**src/rtl/seg7_scan_if.sv**
```systemverilog
// ---------------------------------------------------------------------------
// seg7_scan_if
//   Bundles the data-side inputs and the board-pin outputs of the 7-segment
//   scan driver.
//
//   Handshake: there is no ready signal. `load` is a single-cycle strobe.
//   On every rising clk edge where load=1, data_in/dp_in/blank_mask are
//   captured, and the driver always accepts them. The producer may hold
//   `load` high for several cycles. Each such cycle is a fresh capture, and
//   the last one wins.
//
//   Signals (NUM_DIGITS = digit count):
//     enable      master->slave  1             scan on / all digits dark
//     load        master->slave  1             capture strobe
//     data_in     master->slave  4*NUM_DIGITS  packed BCD, nibble k on an[k]
//     dp_in       master->slave  NUM_DIGITS    decimal points, 1 = lit
//     blank_mask  master->slave  NUM_DIGITS    1 = force digit k dark
//     seg         slave->master  7             {a..g}, active low
//     dp          slave->master  1             decimal point, active low
//     an          slave->master  NUM_DIGITS    digit enables, active low
//     frame_done  slave->master  1             pulse on scan wrap
// ---------------------------------------------------------------------------
interface seg7_scan_if #(
  parameter int NUM_DIGITS = 4
);
  logic                    enable;
  logic                    load;
  logic [4*NUM_DIGITS-1:0] data_in;
  logic [NUM_DIGITS-1:0]   dp_in;
  logic [NUM_DIGITS-1:0]   blank_mask;
  logic [6:0]              seg;
  logic                    dp;
  logic [NUM_DIGITS-1:0]   an;
  logic                    frame_done;

  modport master (
    output enable, load, data_in, dp_in, blank_mask,
    input  seg, dp, an, frame_done
  );

  modport slave (
    input  enable, load, data_in, dp_in, blank_mask,
    output seg, dp, an, frame_done
  );
endinterface

```
**src/rtl/seg7_scan_driver.sv**
```systemverilog
// ---------------------------------------------------------------------------
// seg7_scan_driver
//   Time-multiplexed driver for NUM_DIGITS common-anode 7-segment digits that
//   share one segment bus. A load strobe captures a packed BCD word into a
//   shadow register. The shadow is copied into the active (displayed)
//   register only when the scan wraps, so a frame never shows a torn value.
//   Each digit stays lit for REFRESH_DIV clocks.
//
//   Parameters:
//     NUM_DIGITS   digits driven, 1..16
//     REFRESH_DIV  clocks per digit slot, >= 2
//
//   Ports:
//     clk    system clock, rising edge
//     rst_n  asynchronous active-low reset
//     bus    seg7_scan_if.slave. It carries enable, load, data_in, dp_in
//            and blank_mask as inputs, and seg, dp, an and frame_done as
//            outputs. All outputs are registered.
//
//   Build option:
//     SEG7_HEX_DIGITS_EN  when defined, nibbles 10..15 show A b C d E F.
//                         When undefined, they blank the segments, but the
//                         digit's anode is still driven.
// ---------------------------------------------------------------------------
module seg7_scan_driver #(
  parameter int NUM_DIGITS  = 4,
  parameter int REFRESH_DIV = 50000
) (
  input  logic         clk,
  input  logic         rst_n,
  seg7_scan_if.slave   bus
);

  localparam int PW = $clog2(REFRESH_DIV);
  localparam int IW = (NUM_DIGITS > 1) ? $clog2(NUM_DIGITS) : 1;
  localparam int DW = 4 * NUM_DIGITS;

  localparam logic [PW-1:0] PRESC_LAST = PW'(REFRESH_DIV - 1);
  localparam logic [IW-1:0] IDX_LAST   = IW'(NUM_DIGITS - 1);
  localparam logic [6:0]    SEG_DARK   = 7'h7F;

  // Segment decode, {a,b,c,d,e,f,g}, active low.
  function automatic logic [6:0] decode(input logic [3:0] nib);
    logic [6:0] s;
    s = SEG_DARK;
    case (nib)
      4'd0: s = 7'b0000001;
      4'd1: s = 7'b1001111;
      4'd2: s = 7'b0010010;
      4'd3: s = 7'b0000110;
      4'd4: s = 7'b1001100;
      4'd5: s = 7'b0100100;
      4'd6: s = 7'b0100000;
      4'd7: s = 7'b0001111;
      4'd8: s = 7'b0000000;
      4'd9: s = 7'b0000100;
`ifdef SEG7_HEX_DIGITS_EN
      4'd10: s = 7'b0001000;
      4'd11: s = 7'b1100000;
      4'd12: s = 7'b0110001;
      4'd13: s = 7'b1000010;
      4'd14: s = 7'b0110000;
      4'd15: s = 7'b0111000;
`else
      default: s = SEG_DARK;
`endif
    endcase
    return s;
  endfunction

  // Scan counters
  logic [PW-1:0] presc_q, presc_d;
  logic [IW-1:0] idx_q, idx_d;

  // Shadow (last loaded) and active (being displayed) copies
  logic [DW-1:0]         sh_data_q, sh_data_d;
  logic [NUM_DIGITS-1:0] sh_dp_q, sh_dp_d;
  logic [NUM_DIGITS-1:0] sh_mask_q, sh_mask_d;
  logic [DW-1:0]         ac_data_q, ac_data_d;
  logic [NUM_DIGITS-1:0] ac_dp_q, ac_dp_d;
  logic [NUM_DIGITS-1:0] ac_mask_q, ac_mask_d;

  // Registered pin outputs
  logic [6:0]            seg_q, seg_d;
  logic                  dp_q, dp_d;
  logic [NUM_DIGITS-1:0] an_q, an_d;
  logic                  fd_q, fd_d;

  logic       tc;
  logic       wrap;
  logic [3:0] nib;

  assign tc   = bus.enable && (presc_q == PRESC_LAST);
  assign wrap = tc && (idx_q == IDX_LAST);
  assign nib  = ac_data_q[{idx_q, 2'b00} +: 4];

  always_comb begin
    presc_d   = presc_q;
    idx_d     = idx_q;
    sh_data_d = sh_data_q;
    sh_dp_d   = sh_dp_q;
    sh_mask_d = sh_mask_q;
    ac_data_d = ac_data_q;
    ac_dp_d   = ac_dp_q;
    ac_mask_d = ac_mask_q;

    // Both counters freeze while disabled, so the scan resumes mid-slot.
    if (bus.enable) begin
      presc_d = tc ? '0 : presc_q + 1'b1;
    end
    if (tc) begin
      idx_d = wrap ? '0 : idx_q + 1'b1;
    end

    if (wrap) begin
      ac_data_d = sh_data_q;
      ac_dp_d   = sh_dp_q;
      ac_mask_d = sh_mask_q;
    end

    if (bus.load) begin
      sh_data_d = bus.data_in;
      sh_dp_d   = bus.dp_in;
      sh_mask_d = bus.blank_mask;
      // A load on the wrap edge bypasses the shadow. Otherwise the next
      // frame would show the old shadow contents. While the scan is off,
      // no frame is in flight, so the active copy is updated immediately.
      if (wrap || !bus.enable) begin
        ac_data_d = bus.data_in;
        ac_dp_d   = bus.dp_in;
        ac_mask_d = bus.blank_mask;
      end
    end
  end

  // Outputs are built from this cycle's index and active copy, and appear
  // one clock later.
  always_comb begin
    seg_d = SEG_DARK;
    dp_d  = 1'b1;
    an_d  = '1;
    fd_d  = 1'b0;
    if (bus.enable) begin
      an_d = ~(NUM_DIGITS'(1) << idx_q);
      fd_d = wrap;
      // A masked digit keeps its anode low, so the scan duty stays uniform.
      if (!ac_mask_q[idx_q]) begin
        seg_d = decode(nib);
        dp_d  = ~ac_dp_q[idx_q];
      end
    end
  end

  always_ff @(posedge clk or negedge rst_n) begin
    if (!rst_n) begin
      presc_q   <= '0;
      idx_q     <= '0;
      sh_data_q <= '0;
      sh_dp_q   <= '0;
      sh_mask_q <= '0;
      ac_data_q <= '0;
      ac_dp_q   <= '0;
      ac_mask_q <= '0;
      seg_q     <= SEG_DARK;
      dp_q      <= 1'b1;
      an_q      <= '1;
      fd_q      <= 1'b0;
    end else begin
      presc_q   <= presc_d;
      idx_q     <= idx_d;
      sh_data_q <= sh_data_d;
      sh_dp_q   <= sh_dp_d;
      sh_mask_q <= sh_mask_d;
      ac_data_q <= ac_data_d;
      ac_dp_q   <= ac_dp_d;
      ac_mask_q <= ac_mask_d;
      seg_q     <= seg_d;
      dp_q      <= dp_d;
      an_q      <= an_d;
      fd_q      <= fd_d;
    end
  end

  assign bus.seg        = seg_q;
  assign bus.dp         = dp_q;
  assign bus.an         = an_q;
  assign bus.frame_done = fd_q;

endmodule

```
**src/flat_wrapper.sv**
```systemverilog
// flat-port wrapper written by rule: the top's interface ports become plain ports
module seg7_scan_driver_flat 
#(
  parameter int NUM_DIGITS  = 4,
  parameter int REFRESH_DIV = 50000
)
  (clk, rst_n, bus_enable, bus_load, bus_data_in, bus_dp_in, bus_blank_mask, bus_seg, bus_dp, bus_an, bus_frame_done);
  seg7_scan_if #(.NUM_DIGITS(NUM_DIGITS)) bus_i ();
  input  logic clk;
  input  logic rst_n;
  input wire logic [$bits(bus_i.enable)-1:0] bus_enable;
  input wire logic [$bits(bus_i.load)-1:0] bus_load;
  input wire logic [$bits(bus_i.data_in)-1:0] bus_data_in;
  input wire logic [$bits(bus_i.dp_in)-1:0] bus_dp_in;
  input wire logic [$bits(bus_i.blank_mask)-1:0] bus_blank_mask;
  output wire logic [$bits(bus_i.seg)-1:0] bus_seg;
  output wire logic [$bits(bus_i.dp)-1:0] bus_dp;
  output wire logic [$bits(bus_i.an)-1:0] bus_an;
  output wire logic [$bits(bus_i.frame_done)-1:0] bus_frame_done;
  assign bus_i.enable = bus_enable;
  assign bus_i.load = bus_load;
  assign bus_i.data_in = bus_data_in;
  assign bus_i.dp_in = bus_dp_in;
  assign bus_i.blank_mask = bus_blank_mask;
  assign bus_seg = bus_i.seg;
  assign bus_dp = bus_i.dp;
  assign bus_an = bus_i.an;
  assign bus_frame_done = bus_i.frame_done;
  seg7_scan_driver #(.NUM_DIGITS(NUM_DIGITS), .REFRESH_DIV(REFRESH_DIV)) u_core (.clk(clk), .rst_n(rst_n), .bus(bus_i));
endmodule
```
**config.mk**
```make
export PLATFORM = sky130hd
export DESIGN_NAME = seg7_scan_driver_flat
export DESIGN_NICKNAME = d
export VERILOG_FILES = /design/src/rtl/seg7_scan_if.sv /design/src/rtl/seg7_scan_driver.sv /design/src/flat_wrapper.sv
export SDC_FILE = /design/constraint.sdc
export NUM_CORES = 1
export LEC_CHECK = 0
export CORE_ASPECT_RATIO = 1.25
export CORE_MARGIN = 2
export CORE_UTILIZATION = 47
export DETAILED_ROUTE_END_ITERATION = 12
export PLACE_DENSITY = 0.74
export SYNTH_ARGS = -nofsm -noshare
export SYNTH_HDL_FRONTEND = slang
export SYNTH_SLANG_ARGS = --single-unit
```
**constraint.sdc**
```tcl
create_clock -name clk -period 2.5 [get_ports clk]
set_input_delay 0.5 -clock clk [delete_from_list [all_inputs] [get_ports clk]]
set_output_delay 0.5 -clock clk [all_outputs]
set_load 0.005 [all_outputs]
```
-- Word-level counts from Yosys, hierarchy flattened
Memory sizes are Yosys's and may differ from the RTL's.
Cells that the tools add are included.
- add/subtract/negate cells: 2
- multipliers: 0
- div/mod/pow operators: 0
- magnitude comparators: 1
- equal/unequal tests: 2
- shift-type cells: 2
- mux-type cells: 21
- bitwise operators: 2
- reductions and logical operators: 4
- operator list (cell ; count):
    $mux 16 ; 4
    $mux 4 ; 7
    $add 16x1->16 const B ; 1
    $eq 16x16->1 const B ; 1
    $shiftx 16x5->4 ; 1
    $mux 7 ; 2
    $mux 1 ; 5
    $bmux 1 s2 ; 2
    $not 4->4 ; 1
    $shl 1x2->4 const A ; 1
    $lt 2x3->1 const B ; 1
    $add 2x1->2 const B ; 1
    $eq 2x2->1 const B ; 1
    $logic_and 1x1->1 ; 2
    $mux 2 ; 1
    $logic_not 1->1 ; 1
    $logic_or 1x1->1 ; 1
    $not 1->1 ; 1
- register bits: 79
- bits in latches: 0
- bits in writable memories: 0
- bits in read-only memories: 112
- bits of input ports: 28
- output and inout port bits: 13
- memories kept: 1
- memories (memory ; depth ; bits a word ; rd ports ; clocked after memory_dff ; wr ports ; RTL line ; RTL):
    (no name shown) ; 16 ; 7 ; 1 ; 0 ; 0 ; seg7_scan_driver.sv:46 ; case (nib)

-- Logic depth before layout (Yosys ltp)
Gate-level depths: netlist (run 1).
- word-level depth: 6
- depth in mapped cells: 8

-- Worst setup path after synthesis (run 1)
Ideal clock, no wire load.
- path kind: flip-flop to flip-flop
- from: register u_core.idx_q[0]
- to: register u_core.seg_q[2] (netlist: u_core.bus.seg[2])
- library setup time: 0.084 ns
- data arrival time: 1.923 ns
- required time: 2.416 ns
- slack: 0.493 ns
- cell stages (with the launch flop): 9
- buffers on the path: 1
- path through: dfrtp_1 buf_2 mux4_2 inv_1 ha_1 inv_1 mux2_1 o2bb2ai_1 nand2_1
- cells in the longest elaborated chain, start to end: 4
- elaborated cells between the ends (all ways): 6
- those cells by class: 1 x shift; 4 x mux; 1 x memory
- ends and longest elaborated chain (what ; RTL line ; RTL):
    start, declared ; seg7_scan_driver.sv:73 ; logic [IW-1:0] idx_q, idx_d;
    start signal, assigned ; seg7_scan_driver.sv:170 ; idx_q <= idx_d;
    $shiftx 16x5->4 or $bmux 1 s2 (tied branches) ; seg7_scan_driver.sv:95, seg7_scan_driver.sv:147 ;
    $mem_v2 16x7 or $mux 1 (tied branches) ; -- ;
    $mux 7 * ; seg7_scan_driver.sv:147 ; if (!ac_mask_q[idx_q]) begin
    $mux 7 * ; seg7_scan_driver.sv:143 ; if (bus.enable) begin
    via u_core.seg_d[2] ; seg7_scan_driver.sv:84 ; logic [6:0] seg_q, seg_d;
    end signal, assigned ; seg7_scan_driver.sv:177 ; seg_q <= seg_d;
    end, declared ; seg7_scan_driver.sv:84 ;
Mark *: on every way through the listed nets, which the timed path passes. The rest lies on a longest branch. The select of a mux whose other input is x is not followed.
A chain may end at the register's enable or synchronous reset.

-- Worst setup path after layout (run 1)
Ends and elaborated chain as after synthesis.

==> impl_summary.log, run 1 <==
[metrics] result of the run: finished clean
[metrics] flip-flop and latch count after synthesis: ~80
[metrics] number of nets in the layout: approximately 390
[metrics] CTS tree: built
[metrics] synthesized cell area: approximately 3800 um^2
[metrics] die outline width: approximately 84 um
[metrics] CP endpoint kind: flop
[metrics] power density over cell area: 643 nW/um^2
[metrics] WP data arrival: 2.36 ns
[metrics] clock tree skew after final layout: about 0.011 ns
[metrics] synthesis-to-layout area growth: 19.4%
[metrics] Die Area: just under 9000 um^2
[metrics] IO Pins: between 40 and 50
[metrics] number of DRC markers in iteration 0: slightly above 90
[metrics] delay-heaviest family, CP: multiplexers
[metrics] final count of negative-setup-slack endpoints: 0
[metrics] post-DR wirelength/cell: around 16 um
[metrics] cell type with the highest occurrence count on the critical path: sky130_fd_sc_hd__inv_1
[metrics] pin count of the biggest net entering global routing: 53
[metrics] Chip Height: between 100 and 150 um
[metrics] Hold Vio Cnt, Final: 0
[metrics] num rows: 36
[metrics] count of antenna diodes in the layout: 0
[metrics] maximum clock rate: 482 MHz
[metrics] Post-CTS Resized: 0
[metrics] prevailing post-synth register cell: sky130_fd_sc_hd__dfrtp_1
[metrics] Total GRT Usage: 0.177
[metrics] sequential area share after synthesis: 0.525
[metrics] number of vias per cell: 5.78
[metrics] proportion of layout cells with a drive suffix above 1: 0.218
[metrics] Post-Place Cell Area: 4330 um^2
[metrics] root buffer selected by CTS: sky130_fd_sc_hd__clkbuf_8
[metrics] unrepaired setup endpoints after global routing: false
[metrics] clock insertion delay at the later pin of the skew report: around 0.36 ns
[metrics] number of maximum-capacitance violations: 0
[metrics] Buf+Inv Stages, Crit Path: 2
[metrics] largest stage delay on the critical path: 0.63 ns
[metrics] level count of the clock H-tree: 3
[metrics] number of remaining DRC errors: 0
[metrics] final critical path time including I/O delays and setup: 2.08 ns
[metrics] Overflow after GRT: 0
[metrics] type of the setup path with the least slack: reg2reg
[metrics] estimated wirelength of the detail-placed design: ~5.1 mm
[metrics] area of all placed cells without fillers: about 4500 um^2
[metrics] number of optimization iterations in the first detailed-route pass: 4
[metrics] synth unique cells: between 40 and 50
[metrics] post-route ant nets: 0
[metrics] Slew headroom: 0.735
[metrics] Slew Limit Fails: 0
[metrics] global-route wire length before repair: about 12 mm
[metrics] total number of yosys warnings: 0
[metrics] total core area: 7840 um^2
[metrics] ratio of final minimum period to clock period: 0.830
[metrics] via count of the first global-routing pass: between 2,000 and 3,000
[metrics] nature of the critical path startpoint: flop
[metrics] overall via count from detail_route: between 2,000 and 3,000
[metrics] final total negative setup slack: 0 ns
[metrics] count of mapped cells out of synthesis: a little over 300
[metrics] slowest cell on the critical path: sky130_fd_sc_hd__mux4_2
[metrics] sink count of the clock tree: a little under 80
[metrics] I/O Buffers: 40
[metrics] number of antenna violations at the first check in global routing: 0
[metrics] Routability Congestion: 0.954
[metrics] cell-by-cell listing of the critical path: mux4_2, inv_1, ha_1, inv_1, mux2_1, o2bb2ai_1, nand2_1
[metrics] actual transition at the worst max-transition pin: 0.392 ns
[metrics] type of the tightest min-delay check: in2async
[metrics] clk slew on worst S/H paths: around 0.090 ns
[metrics] number of hold buffers added after cts: 0
[metrics] Critical Path RT: about 2.8 ns
[metrics] worst vdd rail ir drop: 0.000325 V
[metrics] number of enable-type register cells in the synthesized netlist: 0
[metrics] post-CTS repair timing setup buffer count: 0
[metrics] number of nets in the synthesized netlist: 343
[metrics] Post-synth ARST share: 1.00
[metrics] total CTS buffers: 9
[metrics] clock buffer depth: 2
[metrics] critical-path maximum fanout: 6
[metrics] average size of a mapped cell: around 12 um^2
[metrics] total wire length: roughly 7.3 mm
[metrics] Leak: around 0.0019 uW
[metrics] Starting Density: 0.484
-- metrics by stage --
stage	setup WS (ns)	util	std cells	power, uW	hold slack, ns
floorplan	0.493	-	304	1800	0.204
global placement	0.211	0.552	433	1960	0.437
detailed placement	0.185	0.552	433	1980	0.446
CTS	0.408	0.578	449	2960	0.0389
global route	0.262	0.578	449	3070	0.0524
finish	0.424	0.578	449	2910	0.0571
-- cells by family (layout without fill, tap and decap cells) --
group,after synthesis,in the layout,synth area share
mux,33,33,0.115
simple gates,64,64,0.0979
flops,79,79,0.525
xor+xnor,12,12,0.0277
fa+ha+maj,11,11,0.0363
buf+inv,32,82,0.0399
compound gates,73,73,0.159
-- cell usage in the layout (no fill, tap or decap), types with 3 or more instances in the layout --
cell type,netlist,final
sky130_fd_sc_hd__or4_1,3,3
sky130_fd_sc_hd__a211o_1,19,19
sky130_fd_sc_hd__clkbuf_8,0,9
sky130_fd_sc_hd__dfstp_2,12,12
sky130_fd_sc_hd__a2bb2oi_1,4,4
sky130_fd_sc_hd__dfrtp_1,67,67
sky130_fd_sc_hd__o21a_1,4,4
sky130_fd_sc_hd__nor2b_1,4,4
sky130_fd_sc_hd__inv_1,11,11
sky130_fd_sc_hd__nand2_1,18,18
sky130_fd_sc_hd__a21oi_1,3,3
sky130_fd_sc_hd__clkdlybuf4s50_1,0,39
sky130_fd_sc_hd__nor2_1,11,11
sky130_fd_sc_hd__xnor2_1,8,8
sky130_fd_sc_hd__o21ai_1,3,3
sky130_fd_sc_hd__buf_4,2,15
sky130_fd_sc_hd__o21ai_0,16,16
sky130_fd_sc_hd__xor2_1,4,4
sky130_fd_sc_hd__ha_1,11,11
sky130_fd_sc_hd__o221a_1,19,19
sky130_fd_sc_hd__mux4_2,6,6
sky130_fd_sc_hd__mux2_2,24,24
sky130_fd_sc_hd__nand3_1,7,7
sky130_fd_sc_hd__nand4_1,6,6
-- path summary, 6_finish.rpt --
kind	startpoint	end	slack [ns]	depth (start not counted)
worst max-delay path	u_core.idx_q[0]$_DFFE_PN0N_	u_core.bus.seg[2]$_DFF_PN1_	0.42	7
worst min-delay path	rst_n	u_core.sh_data_q[4]$_DFFE_PN0P_	0.06	1
worst max register to register	u_core.idx_q[0]$_DFFE_PN0N_	u_core.bus.seg[2]$_DFF_PN1_	0.42	7
worst min register to register	u_core.sh_dp_q[3]$_DFFE_PN0P_	u_core.sh_dp_q[3]$_DFFE_PN0P_	0.51	1
max in group asynchronous	rst_n	u_core.bus.dp$_DFF_PN1_	1.82	2
min in group clk	u_core.sh_dp_q[3]$_DFFE_PN0P_	u_core.sh_dp_q[3]$_DFFE_PN0P_	0.51	1
-- layout make-up --
type	instances	area (um^2)
clock inverter	7	80.1
sequential	79	1990
inverter	11	41.3
clock buffer	9	124
timing repair buffer	55	523
fill	648	3310
tap	95	119
multi-input combinational	193	1650
-- registers in the layout, indices dropped and copies added, names as in the netlist --
name                   flops
u_core.idx_q               2
u_core.ac_data_q          16
u_core.bus.seg             7
u_core.sh_mask_q           4
u_core.sh_dp_q             4
u_core.bus.frame_done      1
u_core.ac_mask_q           4
u_core.bus.an              4
u_core.bus.dp              1
u_core.presc_q            16
u_core.ac_dp_q             4
u_core.sh_data_q          16
-- power by group --
group / internal [uW] / leakage (uW) / switching [uW]
Sequential: 1420 / 0.000917 / 99.0
Clock: 471 / 0.0000964 / 486
Combinational: 246 / 0.000899 / 193
Total: 2140 / 0.00191 / 778
-- Yosys cell counts, types with 2 or more instances --
cell type | n | area, um^2
sky130_fd_sc_hd__nor2_1 | 11 | 41.3
sky130_fd_sc_hd__dfrtp_1 | 67 | 1680
sky130_fd_sc_hd__dfstp_2 | 12 | 315
sky130_fd_sc_hd__mux2_2 | 24 | 270
sky130_fd_sc_hd__a2bb2oi_1 | 4 | 35.0
sky130_fd_sc_hd__inv_1 | 11 | 41.3
sky130_fd_sc_hd__or4_1 | 3 | 22.5
sky130_fd_sc_hd__nand4_1 | 6 | 37.5
sky130_fd_sc_hd__o21ai_0 | 16 | 80.1
sky130_fd_sc_hd__o21ai_1 | 3 | 15.0
sky130_fd_sc_hd__buf_6 | 2 | 22.5
sky130_fd_sc_hd__a211o_1 | 19 | 166
sky130_fd_sc_hd__ha_1 | 11 | 138
sky130_fd_sc_hd__mux2i_1 | 2 | 20.0
sky130_fd_sc_hd__or3_1 | 2 | 12.5
sky130_fd_sc_hd__clkbuf_1 | 10 | 37.5
sky130_fd_sc_hd__buf_2 | 7 | 35.0
sky130_fd_sc_hd__a21oi_1 | 3 | 15.0
sky130_fd_sc_hd__nand3_1 | 7 | 35.0
sky130_fd_sc_hd__xor2_1 | 4 | 35.0
sky130_fd_sc_hd__mux4_2 | 6 | 135
sky130_fd_sc_hd__o21a_1 | 4 | 30.0
sky130_fd_sc_hd__buf_4 | 2 | 15.0
sky130_fd_sc_hd__o221a_1 | 19 | 214
sky130_fd_sc_hd__and4_1 | 2 | 17.5
sky130_fd_sc_hd__nor2b_1 | 4 | 25.0
sky130_fd_sc_hd__nor3_1 | 2 | 10.0
sky130_fd_sc_hd__xnor2_1 | 8 | 70.1
sky130_fd_sc_hd__nand2_1 | 18 | 67.6
-- metal layers --
| layer | GRT usage | vias to the layer above | share of wire |
|---|---|---|---|
| li1 | - | 1217 | - |
| met1 | 0.230 | 1309 | 0.45 |
| met2 | 0.282 | 60 | 0.50 |
| met3 | 0.0429 | 10 | 0.034 |
| met4 | 0.0760 | 0 | 0.021 |
| met5 | 0 | - | 0 |
Power figures use the tool's default switching activity.
==> inputs of run 2 (changes only) <==
==> constraint.sdc (replaced) <==
create_clock -name clk -period 2.2 [get_ports clk]
set_input_delay 0.44 -clock clk [delete_from_list [all_inputs] [get_ports clk]]
set_output_delay 0.44 -clock clk [all_outputs]
set_load 0.005 [all_outputs]
==> run 2 against run 1 <==
Clock power rose by 24%. Fmax increased by 2.3%. Non-clock buffer count grew 7. Clock-buffer cell count stayed put. Largest power group unchanged. Die area unchanged. Wire length grew 4.4%. Critical path depth unchanged.
==> impl_summary.log, run 2 (synthesized netlist as in run 1, its figures left out) <==
[metrics] result of the run: finished clean
[metrics] die outline width: 84.4 um
[metrics] global-route wire length before repair: ~13 mm
[metrics] unrepaired setup endpoints after global routing: false
[metrics] worst vdd rail ir drop: 0.000460 V
[metrics] critical-path maximum fanout: 6
[metrics] count of antenna diodes in the layout: 0
[metrics] via count of the first global-routing pass: approximately 2,800
[metrics] Slew Limit Fails: 0
[metrics] number of nets in the layout: ~400
[metrics] type of the tightest min-delay check: in2async
[metrics] fillers: 678
[metrics] total CTS buffers: 9
[metrics] pin count of the biggest net entering global routing: 48
[metrics] CP endpoint kind: flop
[metrics] Worst R2R Setup Slack: 0.17 ns
[metrics] commonest cells after routing, fill and taps aside: sky130_fd_sc_hd__dfrtp_1 (66), sky130_fd_sc_hd__clkdlybuf4s50_1 (39), sky130_fd_sc_hd__mux2_2 (24), sky130_fd_sc_hd__buf_4 (21)
[metrics] post-route ant nets: 0
[metrics] ratio of final minimum period to clock period: 0.922
[metrics] number of remaining DRC errors: 0
[metrics] Critical path origin: u_core.idx_q[0]$_DFFE_PN0N_
[metrics] number of antenna violations at the first check in global routing: 0
[metrics] reg2reg end: u_core.bus.seg[2]$_DFF_PN1_
[metrics] Worst R2R Path Depth: 7
[metrics] proportion of layout cells with a drive suffix above 1: 0.235
[metrics] number of hold buffers added after cts: 0
[metrics] root buffer selected by CTS: sky130_fd_sc_hd__clkbuf_8
[metrics] sink count of the clock tree: 79
[metrics] IO Pins: 41
[metrics] slowest cell on the critical path: sky130_fd_sc_hd__mux4_2
[metrics] final count of negative-setup-slack endpoints: 0
[metrics] Routability Congestion: 0.819
[metrics] number of vias per cell: between 5 and 6
[metrics] maximum clock rate: 493 MHz
[metrics] overall via count from detail_route: 2,624
[metrics] Hold WS: roughly 0.013 ns
[metrics] clock buffer depth: 2
[metrics] number of maximum-capacitance violations: 0
[metrics] Leak: 0.00197 uW
[metrics] largest stage delay on the critical path: 0.61 ns
[metrics] post-DR wirelength/cell: 16.8 um
[metrics] post-CTS repair timing setup buffer count: 0
[metrics] Hold Vio Cnt, Final: 0
[metrics] Critical Path RT: approximately 2.5 ns
[metrics] I/O Buffers: 40
[metrics] r2r startpoint: u_core.idx_q[0]$_DFFE_PN0N_
[metrics] total wire length: ~7.7 mm
[metrics] share of the core filled with cells: 0.589
[metrics] Overflow after GRT: 0
[metrics] final critical path time including I/O delays and setup: a little over 2 ns
[metrics] Total GRT Usage: 0.189
[metrics] Die Area: 8820 um^2
[metrics] power density over cell area: 743 nW/um^2
[metrics] Post-CTS Resized: 0
[metrics] most frequent standard cell in the layout excluding fill and tap cells: sky130_fd_sc_hd__dfrtp_1
[metrics] cell type with the highest occurrence count on the critical path: sky130_fd_sc_hd__inv_1
[metrics] actual transition at the worst max-transition pin: around 0.47 ns
[metrics] Slew headroom: 0.682
[metrics] CTS tree: built
[metrics] number of placed cells counting well taps: 440
[metrics] end point of the critical path: u_core.bus.seg[2]$_DFF_PN1_
[metrics] nature of the critical path startpoint: flop
[metrics] type of the setup path with the least slack: reg2reg
[metrics] Chip Height: approximately 100 um
[metrics] cell-by-cell listing of the critical path: mux4_2, inv_1, ha_1, inv_1, mux2_1, o2bb2ai_1, nand2_1
[metrics] WP data arrival: 2.33 ns
[metrics] largest registers: u_core.ac_data_q: 16 flops, u_core.presc_q: 16 flops, u_core.sh_data_q: 16 flops
[metrics] synthesis-to-layout area growth: 21.5%
[metrics] Starting Density: 0.484
[metrics] clk slew on worst S/H paths: 0.08 ns
[metrics] clock tree skew after final layout: between 0.01 and 0.015 ns
[metrics] Design Power: approximately 3400 uW
[metrics] post-layout instance count excluding filler cells: between 400 and 500
[metrics] num rows: 36
[metrics] number of optimization iterations in the first detailed-route pass: 4
[metrics] estimated wirelength of the detail-placed design: roughly 5.5 mm
[metrics] level count of the clock H-tree: 3
[metrics] number of DRC markers in iteration 0: 91
[metrics] total core area: between 7000 and 8000 um^2
[metrics] clock insertion delay at the later pin of the skew report: 0.36 ns
run 2: cell count changes in the layout (fill, tap and decap cells not counted):
cell / delta
sky130_fd_sc_hd__clkinv_2: +2
sky130_fd_sc_hd__clkinvlp_4: -1
sky130_fd_sc_hd__clkinv_4: -1
sky130_fd_sc_hd__dfrtp_2: +1
sky130_fd_sc_hd__dfrtp_1: -1
sky130_fd_sc_hd__buf_12: +1
sky130_fd_sc_hd__inv_6: -1
sky130_fd_sc_hd__bufinv_16: +1
sky130_fd_sc_hd__buf_4: +6
run 2: stage by stage:
step           setup TNS, ns  area [um^2]  setup slack (ns)
2_1_floorplan              0         3800             0.193
3_3_place_gp               0         4390            0.0389
3_5_place_dp        -0.00649         4390          -0.00649
4_1_cts                    0         4610            0.0989
5_1_grt                    0         4610            0.0715
6_report                   0         4610             0.172
run 2: layer usage:
layer / wire [um] / track usage / up-vias
li1: - / - / 1235
met1: 3310 / 0.238 / 1334
met2: 4010 / 0.320 / 47
met3: 258 / 0.0476 / 8
met4: 90 / 0.0578 / 0
met5: 0 / 0 / -
run 2: cell type report:
cell class	instances	area, um^2	area share
clock buffers	9	124	0.0269
clock inverters	7	95.1	0.0206
inverters	11	41.3	0.00895
multi-input cells	193	1650	0.358
flip-flops and latches	79	1990	0.432
well taps	95	119	0.0258
repair buffers	62	588	0.127
run 2: report_power, final:
group	leakage, uW	switching [uW]	total [uW]	internal, uW
registers	0.000916	113	1730	1610
clock network	0.000110	546	1190	640
logic	0.000940	229	517	288
run 2: worst min path at each step:
stage                                      to  start  slack (ns)
2_1_floorplan   u_core.ac_data_q[0]$_DFF_PN0_  rst_n        0.14
3_3_place_gp   u_core.presc_q[12]$_DFFE_PN0P_  rst_n        0.41
3_5_place_dp   u_core.presc_q[12]$_DFFE_PN0P_  rst_n        0.41
4_1_cts        u_core.presc_q[10]$_DFFE_PN0P_  rst_n        0.01
5_1_grt        u_core.presc_q[12]$_DFFE_PN0P_  rst_n        0.03
6_report       u_core.presc_q[10]$_DFFE_PN0P_  rst_n        0.01
run 2: critical path: cells and delay by family, from the launching register on:
family          cells  cell delay, ns
mux                 2            0.90
buf+inv             2            0.19
compound gates      1            0.17
fa+ha+maj           1            0.19
simple gates        1            0.07
flops               1            0.45
==> inputs of run 3 (changes only) <==
--- a/config.mk
+++ b/config.mk
@@ -8,6 +8,7 @@
 export CORE_ASPECT_RATIO = 1.25
 export CORE_MARGIN = 2
 export CORE_UTILIZATION = 47
+export CTS_BUF_LIST = sky130_fd_sc_hd__clkbuf_16
 export DETAILED_ROUTE_END_ITERATION = 12
 export PLACE_DENSITY = 0.74
 export SYNTH_ARGS = -nofsm -noshare
==> constraint.sdc (replaced) <==
create_clock -name clk -period 2.14 [get_ports clk]
set_input_delay 0.428 -clock clk [delete_from_list [all_inputs] [get_ports clk]]
set_output_delay 0.428 -clock clk [all_outputs]
set_load 0.005 [all_outputs]
==> run 3 against run 2 <==
Sequential share of layout area shrank 1.0 points. Utilization grew 1.4 points. First-iteration DRC count grew 43%. Sequential power grew 3%. Largest cell class unchanged. Largest power group unchanged.
==> impl_summary.log, run 3 (synthesized netlist as in run 1, its figures left out) <==
[metrics] result of the run: finished clean
[metrics] nature of the critical path startpoint: flop
[metrics] number of nets in the layout: about 400
[metrics] number of DRC markers in iteration 0: 130
[metrics] type of the setup path with the least slack: reg2reg
[metrics] Hold Vio Cnt, Final: 0
[metrics] net switching share of the total power: 0.253
[metrics] clock network fraction of design power: 0.398
[metrics] num rows: 36
[metrics] number of antenna violations at the first check in global routing: 0
[metrics] clock buffer depth: 2
[metrics] sequential fraction of design power: 0.465
[metrics] I/O Buffers: 40
[metrics] overall via count from detail_route: about 2,700
[metrics] post-DR wirelength/cell: 16.9 um
[metrics] internal power of the cells: roughly 2900 uW
[metrics] number of optimization iterations in the first detailed-route pass: 5
[metrics] Psw: ~970 uW
[metrics] Starting Density: 0.484
[metrics] CP endpoint kind: flop
[metrics] IO Pins: 41
[metrics] synthesis-to-layout area growth: 24.4%
[metrics] Overflow after GRT: 0
[metrics] slowest cell on the critical path: sky130_fd_sc_hd__mux4_2
[metrics] actual transition at the worst max-transition pin: between 0.5 and 0.6 ns
[metrics] logic gate share of total power: 0.137
[metrics] power density over cell area: about 810 nW/um^2
[metrics] largest stage delay on the critical path: a little under 0.6 ns
[metrics] pin count of the biggest net entering global routing: between 40 and 50
[metrics] Leak: around 0.002 uW
[metrics] clock insertion delay at the later pin of the skew report: 0.34 ns
[metrics] root buffer selected by CTS: sky130_fd_sc_hd__clkbuf_16
[metrics] count of antenna diodes in the layout: 0
[metrics] type of the tightest min-delay check: in2async
[metrics] Post-Place Cell Area: around 4400 um^2
[metrics] Die Area: between 8000 and 9000 um^2
[metrics] Critical Path RT: about 2.4 ns
[metrics] post-layout instance count excluding filler cells: 460
[metrics] total core area: 7840 um^2
[metrics] largest registers: u_core.ac_data_q: 16 flops, u_core.presc_q: 16 flops, u_core.sh_data_q: 16 flops
[metrics] Post-CTS Resized: 0
[metrics] cell type with the highest occurrence count on the critical path: sky130_fd_sc_hd__inv_1
[metrics] estimated wirelength of the detail-placed design: 5.47 mm
[metrics] maximum clock rate: roughly 500 MHz
[metrics] fillers: between 600 and 700
[metrics] Routability Congestion: roughly 0.87
[metrics] die outline width: 84.4 um
[metrics] Slew headroom: 0.646
[metrics] commonest cells after routing, fill and taps aside: sky130_fd_sc_hd__dfrtp_1 (67), sky130_fd_sc_hd__clkdlybuf4s50_1 (39), sky130_fd_sc_hd__buf_4 (25), sky130_fd_sc_hd__mux2_2 (24)
[metrics] delay-heaviest family, CP: multiplexers
[metrics] total wire length: between 7 and 8 mm
[metrics] r2r startpoint: u_core.idx_q[0]$_DFFE_PN0N_
[metrics] area of all placed cells without fillers: roughly 4700 um^2
[metrics] Total GRT Usage: 0.191
[metrics] CTS tree: built
[metrics] final count of negative-setup-slack endpoints: 0
[metrics] ratio of final minimum period to clock period: 0.926
[metrics] global-route wire length before repair: 13.4 mm
[metrics] number of placed cells counting well taps: between 400 and 500
[metrics] number of hold buffers added after cts: 0
[metrics] slack of the critical path: roughly 0.16 ns
[metrics] dpl ws: -0.0545 ns
[metrics] final critical path time including I/O delays and setup: a little under 2 ns
[metrics] level count of the clock H-tree: 3
[metrics] most frequent standard cell in the layout excluding fill and tap cells: sky130_fd_sc_hd__dfrtp_1
[metrics] sink count of the clock tree: a little under 80
[metrics] critical-path maximum fanout: 4
[metrics] Hold WS: 0.0309 ns
[metrics] WP data arrival: 2.25 ns
[metrics] worst vdd rail ir drop: between 0.0005 and 0.0006 V
[metrics] total CTS buffers: 9
[metrics] Chip Height: ~100 um
[metrics] post-CTS repair timing setup buffer count: 0
[metrics] via count of the first global-routing pass: 2,796
[metrics] proportion of layout cells with a drive suffix above 1: 0.241
[metrics] Slew Limit Fails: 0
[metrics] post-route ant nets: 0
[metrics] Buf+Inv Stages, Crit Path: 2
[metrics] clock tree skew after final layout: a little under 0.007 ns
[metrics] unrepaired setup endpoints after global routing: false
[metrics] number of vias per cell: 5.80
[metrics] share of the core filled with cells: 0.602
[metrics] clk slew on worst S/H paths: 0.06 ns
[metrics] number of maximum-capacitance violations: 0
[metrics] Critical path origin: u_core.idx_q[0]$_DFFE_PN0N_
[metrics] number of remaining DRC errors: 0
[metrics] cell-by-cell listing of the critical path: mux4_2, inv_1, ha_1, inv_1, mux2_1, o2bb2ai_1, nand2_1
## run 3: worst paths after layout
kind                       cells after the start                        endpoint  slack (ns)
setup / recovery                               7     u_core.bus.seg[2]$_DFF_PN1_        0.16
hold / removal                                 1  u_core.presc_q[11]$_DFFE_PN0P_        0.03
setup reg to reg                               7     u_core.bus.seg[2]$_DFF_PN1_        0.16
hold reg to reg                                1  u_core.presc_q[15]$_DFFE_PN0P_        0.50
max in group asynchronous                      2  u_core.ac_data_q[14]$_DFF_PN0_        1.53
min in group clk                               1  u_core.presc_q[15]$_DFFE_PN0P_        0.50
## run 3: worst reg2reg max path: cells and delay by family, from the launching register on
family / cells / cell delay [ns]
multiplexers: 2 / 0.87
buffers and inverters: 2 / 0.20
adder cells (fa/ha/maj): 1 / 0.19
AND/OR/NAND/NOR: 1 / 0.06
AO/OA/AOI/OAI: 1 / 0.14
flip-flops: 1 / 0.45
## run 3: per-layer routing
metal  track usage  share of wire  wire [um]  vias up
met3        0.0389          0.042        325       12
li1              -              -          -     1246
met4        0.0828          0.020        155        0
met2         0.327           0.53       4070       71
met5             0              0          0        -
met1         0.232           0.41       3200     1340
## run 3: layout make-up
type | count | area [um^2] | area share
flip-flops and latches | 79 | 1990 | 0.422
clock buffers | 9 | 225 | 0.0477
multi-input cells | 193 | 1650 | 0.350
well taps | 95 | 119 | 0.0252
clock inverters | 7 | 72.6 | 0.0154
inverters | 11 | 41.3 | 0.00875
repair buffers | 66 | 618 | 0.131
## run 3: per-stage QoR
step / setup TNS, ns / power [uW]
2_1_floorplan: 0 / 2100
3_3_place_gp: -0.384 / 2310
3_5_place_dp: -0.786 / 2330
4_1_cts: 0 / 3850
5_1_grt: 0 / 3990
6_report: 0 / 3830
## run 3: power by group through the flow
stage                     Combinational (uW)  Sequential, uW  Clock, uW
final                                    526            1780       1520
after global routing                     587            1800       1600
after CTS                                531            1780       1550
after detailed placement                 528            1800          0
after global placement                   510            1800          0
after floorplan                          336            1770          0
